## src/rtl/drec_multitrack_ctrl.sv

```systemverilog
// drec_multitrack_ctrl: multi-track SDRAM sample recorder/player with per-track length memory and loop playback.
module drec_multitrack_ctrl #(
  parameter int DATA_W       = 16,
  parameter int ADDR_W       = 24,
  parameter int TRK_W        = 2,
  parameter int TRACK_ADDR_W = 20
) (
  input  logic              clk,
  input  logic              rst_n,
  input  logic              sample_tick,
  input  logic [DATA_W-1:0] adc_data,
  input  logic              ctl_rec,
  input  logic              ctl_play,
  input  logic              ctl_stop,
  input  logic              ctl_loop,
  input  logic [TRK_W-1:0]  ctl_track,
  output logic              ctl_ack,
  output logic [DATA_W-1:0] dac_data,
  output logic              dac_enable,
  output logic [ADDR_W-1:0] sdram_wr_addr,
  output logic [DATA_W-1:0] sdram_wr_data,
  output logic              sdram_wr_enable,
  output logic [ADDR_W-1:0] sdram_rd_addr,
  output logic              sdram_rd_enable,
  input  logic [DATA_W-1:0] sdram_rd_data,
  input  logic              sdram_rd_data_rdy,
  output logic              sdram_rd_data_ack,
  output logic              busy,
  output logic              underrun
);
  localparam int TRACKS = 2**TRK_W;
  localparam int TA = TRACK_ADDR_W;
  localparam logic [TA:0] LAST = (TA+1)'(2**TA - 1);
  localparam logic [TA:0] FULL = (TA+1)'(2**TA);
  typedef enum logic [1:0] {IDLE, REC, PLAY_ISSUE, PLAY_WAIT} state_t;
  state_t            r_state;
  logic [TA:0]       r_ptr;
  logic [TA:0]       r_len [TRACKS];
  logic [TRK_W-1:0]  r_trk;
  logic              r_loop;
  logic [TA:0]       w_ptr_inc;
  logic [ADDR_W-1:0] w_addr;
  logic              w_rd_vld;
  assign w_ptr_inc = r_ptr + (TA+1)'(1);
  assign w_addr    = ADDR_W'({r_trk, r_ptr[TA-1:0]});
  // The head word is still visible during its own pop cycle; don't count it twice.
  assign w_rd_vld  = sdram_rd_data_rdy && !sdram_rd_data_ack;
  assign busy      = r_state != IDLE;
  always_ff @(posedge clk) begin
    if (!rst_n) begin
      r_state           <= IDLE;
      r_ptr             <= '0;
      r_trk             <= '0;
      r_loop            <= 1'b0;
      for (int i = 0; i < TRACKS; i++) r_len[i] <= '0;
      ctl_ack           <= 1'b0;
      dac_data          <= '0;
      dac_enable        <= 1'b0;
      sdram_wr_addr     <= '0;
      sdram_wr_data     <= '0;
      sdram_wr_enable   <= 1'b0;
      sdram_rd_addr     <= '0;
      sdram_rd_enable   <= 1'b0;
      sdram_rd_data_ack <= 1'b0;
      underrun          <= 1'b0;
    end else begin
      ctl_ack           <= 1'b0;
      dac_enable        <= 1'b0;
      sdram_wr_enable   <= 1'b0;
      sdram_rd_enable   <= 1'b0;
      sdram_rd_data_ack <= 1'b0;
      case (r_state)
        IDLE: begin
          sdram_rd_data_ack <= w_rd_vld;
          if (ctl_stop) ctl_ack <= 1'b1;
          else if (ctl_rec || ctl_play) begin
            ctl_ack  <= 1'b1;
            underrun <= 1'b0;
            r_trk    <= ctl_track;
            r_loop   <= ctl_loop;
            r_ptr    <= '0;
            r_state  <= ctl_rec ? REC : (r_len[ctl_track] != '0 ? PLAY_ISSUE : IDLE);
          end
        end
        REC: begin
          sdram_rd_data_ack <= w_rd_vld;
          if (ctl_stop) begin
            ctl_ack       <= 1'b1;
            r_len[r_trk]  <= r_ptr;
            r_state       <= IDLE;
          end else if (sample_tick) begin
            sdram_wr_enable <= 1'b1;
            sdram_wr_addr   <= w_addr;
            sdram_wr_data   <= adc_data;
            r_ptr           <= w_ptr_inc;
            if (r_ptr == LAST) begin
              r_len[r_trk] <= FULL;
              r_state      <= IDLE;
            end
          end
        end
        PLAY_ISSUE: begin
          if (ctl_stop) begin
            ctl_ack <= 1'b1;
            r_state <= IDLE;
          end else if (sample_tick) begin
            sdram_rd_enable <= 1'b1;
            sdram_rd_addr   <= w_addr;
            r_state         <= PLAY_WAIT;
          end
        end
        default: begin
          if (ctl_stop) begin
            ctl_ack <= 1'b1;
            r_state <= IDLE;
          end else if (w_rd_vld) begin
            dac_data          <= sdram_rd_data;
            dac_enable        <= 1'b1;
            sdram_rd_data_ack <= 1'b1;
            r_ptr             <= (w_ptr_inc == r_len[r_trk]) ? '0 : w_ptr_inc;
            r_state           <= (w_ptr_inc == r_len[r_trk] && !r_loop) ? IDLE : PLAY_ISSUE;
          end else if (sample_tick) underrun <= 1'b1;
        end
      endcase
    end
  end
endmodule

```

## config.mk

```make
export PLATFORM = sky130hd
export DESIGN_NAME = drec_multitrack_ctrl
export DESIGN_NICKNAME = d
export VERILOG_FILES = /design/src/rtl/drec_multitrack_ctrl.sv
export SDC_FILE = /design/constraint.sdc
export NUM_CORES = 1
export LEC_CHECK = 0
export CORE_AREA = 2 2 138 140
export CTS_BUF_LIST = sky130_fd_sc_hd__clkbuf_2 sky130_fd_sc_hd__clkbuf_4 sky130_fd_sc_hd__clkbuf_8
export CTS_CLUSTER_SIZE = 10
export DETAILED_ROUTE_END_ITERATION = 6
export DIE_AREA = 0 0 140 142
export PLACE_DENSITY = 0.83
export SLEW_MARGIN = 20
export SYNTH_ARGS = -nofsm -noshare
export SYNTH_HDL_FRONTEND = slang
export SYNTH_SLANG_ARGS = --single-unit
```

## constraint.sdc

```tcl
create_clock -name clk -period 3.2 [get_ports clk]
set_input_delay 0.64 -clock clk [delete_from_list [all_inputs] [get_ports clk]]
set_output_delay 0.64 -clock clk [all_outputs]
set_load 0.02 [all_outputs]
```

==> metrics.txt, run 1 <==
status finished with violations; violated checks DRC; synth-to-layout area growth 23.32%; yosys warns 0; WP data required roughly 3400 ps; CTS tree yes; FF-to-FF setup slack 210 ps; # IOs ~130; drt first pass iters 7; register area ~4700 sq um; Die Span Y around 140 um; logic gate share of total power around a fifth; GPL Wtd Cong 0.9369; Top FF cell, synth dfxtp_1; clk root buf clkbuf_8; crit share post-route 93.59%; post-layout util 57.98%; max cap viols 0; layout cells sized above 1 approximately 12%; crit end category flop; Pwr Total 5409 uW; power share of the sequential group 50.8%; met3 WL 1908 um; Fill cells ~1,500; most instantiated cells after synthesis nand2_1 (209), dfxtp_1 (110), a21oi_1 (94); Post-Syn Area just under 9000 sq um; DRC Markers 25; hpwl dp ~17,000 um; die area 19,880 sq um; number of global-route vias before repair approximately 6,600; Reg2Reg Depth 8; placed cells roughly 1,200; Slew @ Worst Pin roughly 600 ps; final setup vio count 0; Synth area leader edfxtp_1; routed wl met2 approximately 11,000 um; final hold vios 0; DR vias between 7,000 and 8,000; vias per inst between 5 and 6; CP endpoint r_len[0][14]; total setup buffers inserted after CTS 0; total negative setup slack 0 ps; P_leak 0.003703 uW; post-synthesis instance total 890; Seq cells post-synth slightly below 200; grt total ovfl 0; Synth Area per Inst a little under 10 sq um; final cell count without fillers 1,264; row count 50; NetSw ~1600 uW; initial core utilization 47.02%; CP Class flop to flop; RR Startpoint r_ptr[12]; Port Buffers approximately 120; Tot GR Track Use about 23%; Detailed Route WL 22,980 um; Critical Path Fanout Max 21; Startpoint Class flop; Post-Route M1 WL roughly 9500 um; VDD IR max around 0.26 mV; Clock Latency Late Sink 480 ps; Fin Clk Skew between 15 and 20 ps; CTS Hold Bufs 0; Slew HR between 50 and 60%; asr flop ratio synth 0%; initial antenna violation count 0; Power Dens Cells a little over 500 nW/um^2; Seq/Total Area, Yosys about 54%; Post-synth EDFFs 84; CP Launch Point r_ptr[12]; CTS clk-pin slew, worst paths 100 ps; Synth area leaders edfxtp_1 (29%), dfxtp_1 (25%), nand2_1 (9.0%); DRT iter0 DRCs 882; antenna cells 0; clk buf depth 2; hold crit path type flop to flop; Yosys cell types 62; max layer used met4; nets@finish between 1,000 and 1,500; WL/cell between 15 and 20 um; Worst EP arrival roughly 3100 ps; H-tree depth 4; clock network fraction of total power approximately 30%; RR Endpoint r_len[0][14]; Pint 3845 uW; first-pass GRT wire length about 36,000 um; RSZ-0062 raised after global routing no; sw frac about 29%; core area about 18,000 sq um; Final min period 2995 ps; Clock Sinks around 190; chip width 140 um; most frequent cell after synthesis nand2_1; max-slew violations 0; post-synth top area share between 20% and 30%; remaining antenna violation count 0; largest net degree at the start of global routing between 40 and 50; post-CTS resize count 0; Worst Hold Margin between 400 and 500 ps; multi-input logic area approximately 3600 sq um; CTS buffer count 17; fmax 0.3339 GHz
power groups by stage:
stage               sequential [uW]  combinational (uW)  clock (uW)
floorplan                      2800                 639           0
global placement               2800                 989           0
detailed placement             2800                1000           0
CTS                            2750                1000        1670
global route                   2760                1090        1760
finish                         2750                1010        1650
layout make-up:
| class | count | area share [%] |
|---|---|---|
| clock inverters | 12 | 1.356 |
| clock buffers | 20 | 2.456 |
| multi-input cells | 602 | 33.23 |
| well taps | 234 | 2.736 |
| flip-flops and latches | 194 | 44.15 |
| repair buffers | 170 | 14.94 |
| inverters | 32 | 1.123 |
flip-flops by register name, indices dropped and copies added (netlist names), named ones only:
signal and cells:
r_loop 1, underrun 1, r_state 2, dac_data 16
r_len 84, dac_enable 1, r_trk 2, sdram_rd_data_ack 1
sdram_rd_addr 22, sdram_wr_addr 22, sdram_wr_enable 1, r_ptr 21
sdram_wr_data 16, sdram_rd_enable 1, ctl_ack 1
cells by family after synthesis:
logic type,Yosys count,share of synthesized area [%]
and+or+nand+nor,401,20.88
xor gates and xnor gates,42,4.960
AOI/OAI and AO/OA,127,8.378
muxes,23,5.696
buffers and inverters,97,4.874
DFF,194,54.45
adders and majority gates,5,0.7210
other,1,0.04322
critical path, stage by stage (launching register included):
cell      delay, ps
dfxtp_1         590
nand4_1         180
nor3_1          310
and2_1          210
nor3b_1         310
o211ai_1        250
or3_1           420
nand2_1          90
buf_4           300
worst min-delay path by stage:
stage,from,end,cells past startpoint
3_3_place_gp,sdram_wr_data[11],sdram_wr_data[11],2
2_1_floorplan,r_loop,r_loop,2
6_report,sdram_rd_addr[14],sdram_rd_addr[14],2
3_5_place_dp,sdram_wr_addr[12],sdram_wr_addr[12],2
5_1_grt,dac_data[6],dac_data[6],2
4_1_cts,sdram_wr_addr[0],sdram_wr_addr[0],2
metal layers:
layer  GRT usage (%)  up-vias
met5               0        -
met4           8.772        0
met3           4.946       56
met2           38.48      355
met1           30.12     3413
li1                -     3305
through the flow:
stage	setup slack, ps	cell area [sq um]
5_1_grt	37.23	10700
2_1_floorplan	106.9	8688
3_5_place_dp	218.5	10290
6_report	205.0	10700
3_3_place_gp	326.5	10290
4_1_cts	260.6	10700
placed cells by master (no fill, tap or decap), drive strengths merged, types with 20 or more instances in the layout:
cell type and n:
clkdlybuf4s50 124, nor4 25, dfxtp 110, buf 46, inv 38, nand2 210, clkbuf 20, nor2 88
a21oi 94, edfxtp 84, xnor2 23, mux4 21
(Power assumes the default switching activity.)
==> inputs of run 2 (changes only) <==
--- a/config.mk
+++ b/config.mk
@@ -5,12 +5,14 @@
 export SDC_FILE = /design/constraint.sdc
 export NUM_CORES = 1
 export LEC_CHECK = 0
+export ABC_CLOCK_PERIOD_IN_PS = 3200
 export CORE_AREA = 2 2 138 140
 export CTS_BUF_LIST = sky130_fd_sc_hd__clkbuf_2 sky130_fd_sc_hd__clkbuf_4 sky130_fd_sc_hd__clkbuf_8
 export CTS_CLUSTER_SIZE = 10
 export DETAILED_ROUTE_END_ITERATION = 6
 export DIE_AREA = 0 0 140 142
 export PLACE_DENSITY = 0.83
+export REMOVE_ABC_BUFFERS = 1
 export SLEW_MARGIN = 20
 export SYNTH_ARGS = -nofsm -noshare
 export SYNTH_HDL_FRONTEND = slang
==> run 2 against run 1 <==
The flow still finishes with violations (DRC). Non-clock buffer count is the same. Critical path depth unchanged. Die area unchanged. Combinational power about the same. Sequential share of layout area decreased by 0.093 points. Global-route usage fell by 1.6 points. Clock power fell by 7%. Clock skew shrank 5.3 ps. Clock-buffer cell count rose by 3. Sequential power about the same. Setup slack improved by 98 ps. Largest power group unchanged.
==> metrics.txt, run 2 (synthesis results as in run 1) <==
status finished with violations; violated checks DRC; Power Dens Cells 494.2 nW/um^2 (-2.2%); clk buf depth 2 (unchanged); clk root buf clkbuf_8; DR vias 6,956 (-2.4%); Worst Hold Margin 457.4 ps (-0.04300 ps); Slew HR 49.59% (-9.4 points); WL/cell 16.95 um (-6.8%); Die Span Y 142 um (unchanged); DRT iter0 DRCs 584 (-34%); VDD IR max 0.2389 mV (-8.8%); pre-CTS WS 261.3 ps (+42.79 ps); fmax 0.3452 GHz (+3.4%); largest net degree at the start of global routing 76 (+73%); P_leak 0.003704 uW (about the same); first-pass GRT wire length 33,970 um (-5.9%); initial core utilization 47.02% (unchanged); remaining antenna violation count 0 (unchanged); register name with the most flops r_len; Fin Clk Skew 10.71 ps (-5.307 ps); PnR worst setup slack 303.4 ps (+98.38 ps); Detailed Route WL 21,410 um (-6.8%); max-slew violations 0 (unchanged); crit share post-route 90.52% (-3.1 points); crit end category flop; final hold vios 0 (unchanged); vias per inst 5.508 (-2.3%); nets@finish 1,064 (unchanged); final setup vio count 0 (unchanged); WP data required 3380 ps (+30 ps); hold crit path type flop to flop; synth-to-layout area growth 23.58%; antenna cells 0 (unchanged); Clock Sinks 194 (unchanged); Tot GR Track Use 21.61% (-1.6 points); Startpoint Class flop; RSZ-0062 raised after global routing no; Clock Latency Late Sink 470 ps (about the same); CTS clk-pin slew, worst paths 90 ps (about the same); largest registers r_len (84), sdram_rd_addr (22), sdram_wr_addr (22); most frequent cells in the layout nand2_1 (209), clkdlybuf4s50_1 (124), dfxtp_1 (110), a21oi_1 (94), edfxtp_1 (84); max FFs per register 84 (unchanged); initial antenna violation count 0 (unchanged); chip width 140 um (unchanged); row count 50 (unchanged); Worst EP arrival 3070 ps (-70 ps); Slew @ Worst Pin 756.2 ps (+146.1 ps); DRC Markers 16 (-36%); CP Class flop to flop; Port Buffers 124 (unchanged); Pwr Total 5299 uW (-2.0%); grt total ovfl 0 (unchanged); GPL Wtd Cong 0.9260 (-1.2%); hpwl dp 15,760 um (-6.3%); core area 18,460 sq um (unchanged); FF-to-FF setup slack 300 ps (+100 ps); die area 19,880 sq um (unchanged); number of global-route vias before repair 6,536 (-0.94%); Critical Path Fanout Max 21 (unchanged); most common cell after layout, fill and taps aside nand2_1; drt first pass iters 7 (unchanged); layout cells sized above 1 12.15% (-0.085 points); H-tree depth 4 (unchanged); Final min period 2897 ps (-98.39 ps); max cap viols 0 (unchanged); CTS tree yes; # IOs 129 (unchanged); CTS buffer count 17 (unchanged); post-layout util 58.10% (+0.12 points)
-- run 2: changes by cell type in the layout (fill, tap and decap cells not counted), sizes merged --
cell | previous run | this run
inv | 38 | 36
bufinv | 2 | 0
clkbuf | 20 | 23
-- run 2: repair_timing --
item,in CTS,in global routing
resized for setup,0,1
setup endpoints to repair,0,2
setup buffers,0,0
hold buffers,0,0
endpoints found under the hold margin,0,0
-- run 2: area by class of cell --
class / count / area, sq um
repair buffers: 170 / 1637
clock buffers: 23 / 316.6
inverters: 32 / 120.1
flip-flops and latches: 194 / 4725
clock inverters: 8 / 67.56
multi-input cells: 602 / 3565
fillers: 1544 / 7732
well taps: 234 / 292.8
-- run 2: report_power, final --
| group | internal (uW) | switching [uW] | leakage [uW] |
|---|---|---|---|
| clock network | 673 | 856 | 0.000197 |
| logic | 435 | 592 | 0.00176 |
| registers | 2670 | 72.0 | 0.00175 |
| total | 3780 | 1520 | 0.00370 |
-- run 2: final timing paths --
check,cells after the start,end,start
hold / removal,2,sdram_wr_data[10],sdram_wr_data[10]
setup reg to reg,8,r_len[0][7],r_ptr[16]
setup / recovery,8,r_len[0][7],r_ptr[16]
hold reg to reg,2,sdram_wr_data[10],sdram_wr_data[10]
-- run 2: layer usage --
layer / part of all wire, % / wire (um) / vias to the layer above / global-route usage (%)
met5: 0 / 0 / - / 0
met1: 42 / 9082 / 3266 / 28.04
met2: 47 / 10090 / 324 / 35.39
li1: - / - / 3309 / -
met4: 3.1 / 656 / 0 / 9.623
met3: 7.4 / 1583 / 57 / 4.408
-- run 2: worst max-delay path, cell delays in order, from the launching register on --
cell and delay [ps]:
dfxtp_1 550, nand2_1 160, nor3_1 360, and2_1 250, nor3b_1 350, o211ai_1 230, or3_1 390, nand2_1 120
buf_12 180
-- run 2: stage by stage --
step	cell area (sq um)	TNS [ps]	std cells
6_report	10720	0	1263
5_1_grt	10720	0	1263
4_1_cts	10710	0	1263
3_5_place_dp	10330	0	1232
3_3_place_gp	10330	0	1232
2_1_floorplan	8386	-54650	828
==> inputs of run 3 (changes only) <==
--- a/config.mk
+++ b/config.mk
@@ -6,11 +6,11 @@
 export NUM_CORES = 1
 export LEC_CHECK = 0
 export ABC_CLOCK_PERIOD_IN_PS = 3200
-export CORE_AREA = 2 2 138 140
+export CORE_AREA = 2 2 164 118
 export CTS_BUF_LIST = sky130_fd_sc_hd__clkbuf_2 sky130_fd_sc_hd__clkbuf_4 sky130_fd_sc_hd__clkbuf_8
 export CTS_CLUSTER_SIZE = 10
 export DETAILED_ROUTE_END_ITERATION = 6
-export DIE_AREA = 0 0 140 142
+export DIE_AREA = 0 0 166 120
 export PLACE_DENSITY = 0.83
 export REMOVE_ABC_BUFFERS = 1
 export SLEW_MARGIN = 20
==> run 3 against run 2 <==
The flow now finishes without violations. Worst hold slack worse by 0.60 ps. Global-route usage up 2.0 points. Sequential cell count unchanged. Final area about the same.
==> metrics.txt, run 3 (synthesis results as in run 1) <==
chip width 166 um (+19%); clk buf depth 2 (unchanged); core area 18,450 sq um (about the same); pre-CTS WS 200.8 ps (-60.53 ps); hold crit path type flop to flop; DR vias 7,198 (+3.5%); Clock Sinks 194 (unchanged); PnR worst setup slack 189.4 ps (-114.1 ps); Detailed Route WL 23,280 um (+8.7%); row count 42 (-16%); status complete, no violations; final hold vios 0 (unchanged); layout cells sized above 1 11.98% (-0.17 points); Pwr Total 5466 uW (+3.1%); GPL Wtd Cong 0.9677 (+4.5%); crit share post-route 94.08% (+3.6 points); Pint 3834 uW (+1.4%); most frequent CP cell buf_4; Slowest cell on crit path nor4_1; sw frac 29.86% (+1.2 points); post-layout util 58.11% (about the same); CTS clk-pin slew, worst paths 100 ps (about the same); NetSw 1632 uW (+7.4%); final setup vio count 0 (unchanged); P_leak 0.003697 uW (-0.19%); Reg2Reg Depth 11 (+3); remaining antenna violation count 0 (unchanged); hpwl dp 16,610 um (+5.4%); max-slew violations 0 (unchanged); CTS Hold Bufs 0 (unchanged); Worst Hold Path Cells 2 (unchanged); CP Class flop to flop; WL/cell 18.35 um (+8.2%); Worst EP arrival 3360 ps (+290 ps); WP data required 3550 ps (+170 ps); H-tree depth 4 (unchanged); vias per inst 5.672 (+3.0%); post-CTS resize count 0 (unchanged); most common cell after layout, fill and taps aside nand2_1; Critical Path, Cell by Cell buf_4, nand4_1, nor4_1, buf_4, nand4_1, xnor2_1, nor4_4, a32oi_2, o21ai_2, buf_4, nor2_1; first-pass GRT wire length 36,760 um (+8.2%); Slew @ Worst Pin 815.9 ps (+59.67 ps); Clock Latency Late Sink 460 ps (about the same); Critical Path Fanout Max 11 (-48%); initial antenna violation count 0 (unchanged); Die Span Y 120 um (-15%); Tot GR Track Use 23.59% (+2.0 points); CTS buffer count 17 (unchanged); Startpoint Class flop; Fin Clk Skew 15.47 ps (+4.758 ps); largest net degree at the start of global routing 56 (-26%); logic gate share of total power 19.2% (-0.2 points); Power Dens Cells 509.9 nW/um^2 (+3.2%); largest registers r_len (84), sdram_rd_addr (22), sdram_wr_addr (22); Final min period 3011 ps (+114.1 ps); DRT iter0 DRCs 932 (+60%); fmax 0.3322 GHz (-3.8%); Port Buffers 124 (unchanged); power share of the sequential group 50.2% (-1.6 points); register area 4725 sq um (unchanged); crit end category flop; drt first pass iters 5 (-2); initial core utilization 47.04% (about the same); max cap viols 0 (unchanged); RSZ-0062 raised after global routing no; total setup buffers inserted after CTS 0 (unchanged); Fill cells 1,497 (-3.0%); Slew HR 45.61% (-4.0 points); max FFs per register 84 (unchanged); # IOs 129 (unchanged); Critical Path Max Stage Delay 470 ps (-80 ps); register name with the most flops r_len; nets@finish 1,061 (-0.28%); clk root buf clkbuf_8; Worst Hold Margin 456.8 ps (-0.6010 ps); clock network fraction of total power 30.6% (+1.7 points); VDD IR max 0.2912 mV (+22%); grt total ovfl 0 (unchanged); multi-input logic area 3565 sq um (unchanged); synth-to-layout area growth 23.53% (about the same); number of global-route vias before repair 6,884 (+5.3%); die area 19,920 sq um (+0.20%); DRC Markers 0 (-16); antenna cells 0 (unchanged); CTS tree yes; most frequent cells in the layout nand2_1 (209), clkdlybuf4s50_1 (124), dfxtp_1 (110), a21oi_1 (94), edfxtp_1 (84)
-- run 3: changes by cell type in the layout (fill, tap and decap cells not counted), sizes merged --
cell	delta
inv	+2
buf	-3
clkbuf	-5
bufinv	+2
clkinv	+3
clkinvlp	-1
-- run 3: per-layer routing --
layer / part of all wire, % / GRT usage [%] / vias up
met5: 0 / 0 / -
met4: 1.1 / 4.076 / 0
met3: 13 / 8.740 / 32
met2: 45 / 35.94 / 433
met1: 41 / 32.79 / 3429
li1: - / - / 3304
-- run 3: power groups by stage --
| stage | clock [uW] | combinational, uW | sequential (uW) |
|---|---|---|---|
| 2_1_floorplan | 0 | 566 | 2830 |
| 3_3_place_gp | 0 | 999 | 2790 |
| 3_5_place_dp | 0 | 1010 | 2790 |
| 4_1_cts | 1700 | 1020 | 2740 |
| 5_1_grt | 1800 | 1120 | 2750 |
| 6_report | 1670 | 1050 | 2740 |
-- run 3: path summary, 6_finish.rpt --
check,startpoint,to,slack (ps)
setup reg to reg,r_ptr[0],r_ptr[2],190
setup / recovery,r_ptr[0],r_ptr[2],190
hold reg to reg,sdram_rd_addr[19],sdram_rd_addr[19],460
hold / removal,sdram_rd_addr[19],sdram_rd_addr[19],460
-- run 3: final cells by class --
class                           count  area share [%]
Sequential cell                   194           44.08
Inverter                           32           1.121
Multi-Input combinational cell    602           33.26
Timing Repair Buffer              167           14.82
Clock buffer                       18           2.311
Clock inverter                     14           1.587
Tap cell                          242           2.825
-- run 3: through the flow --
step	setup TNS, ps	instance area [sq um]	cells
2_1_floorplan	-54650	8386	828
3_3_place_gp	0	10290	1237
3_5_place_dp	0	10290	1237
4_1_cts	0	10710	1269
5_1_grt	0	10720	1269
6_report	0	10720	1269
-- run 3: critical path: cells and delay by family (launching register included) --
kind | cells | cell delay [ps]
compound gates | 2 | 370
xor+xnor | 1 | 200
buf+inv | 3 | 630
flops | 1 | 340
simple gates | 5 | 1360
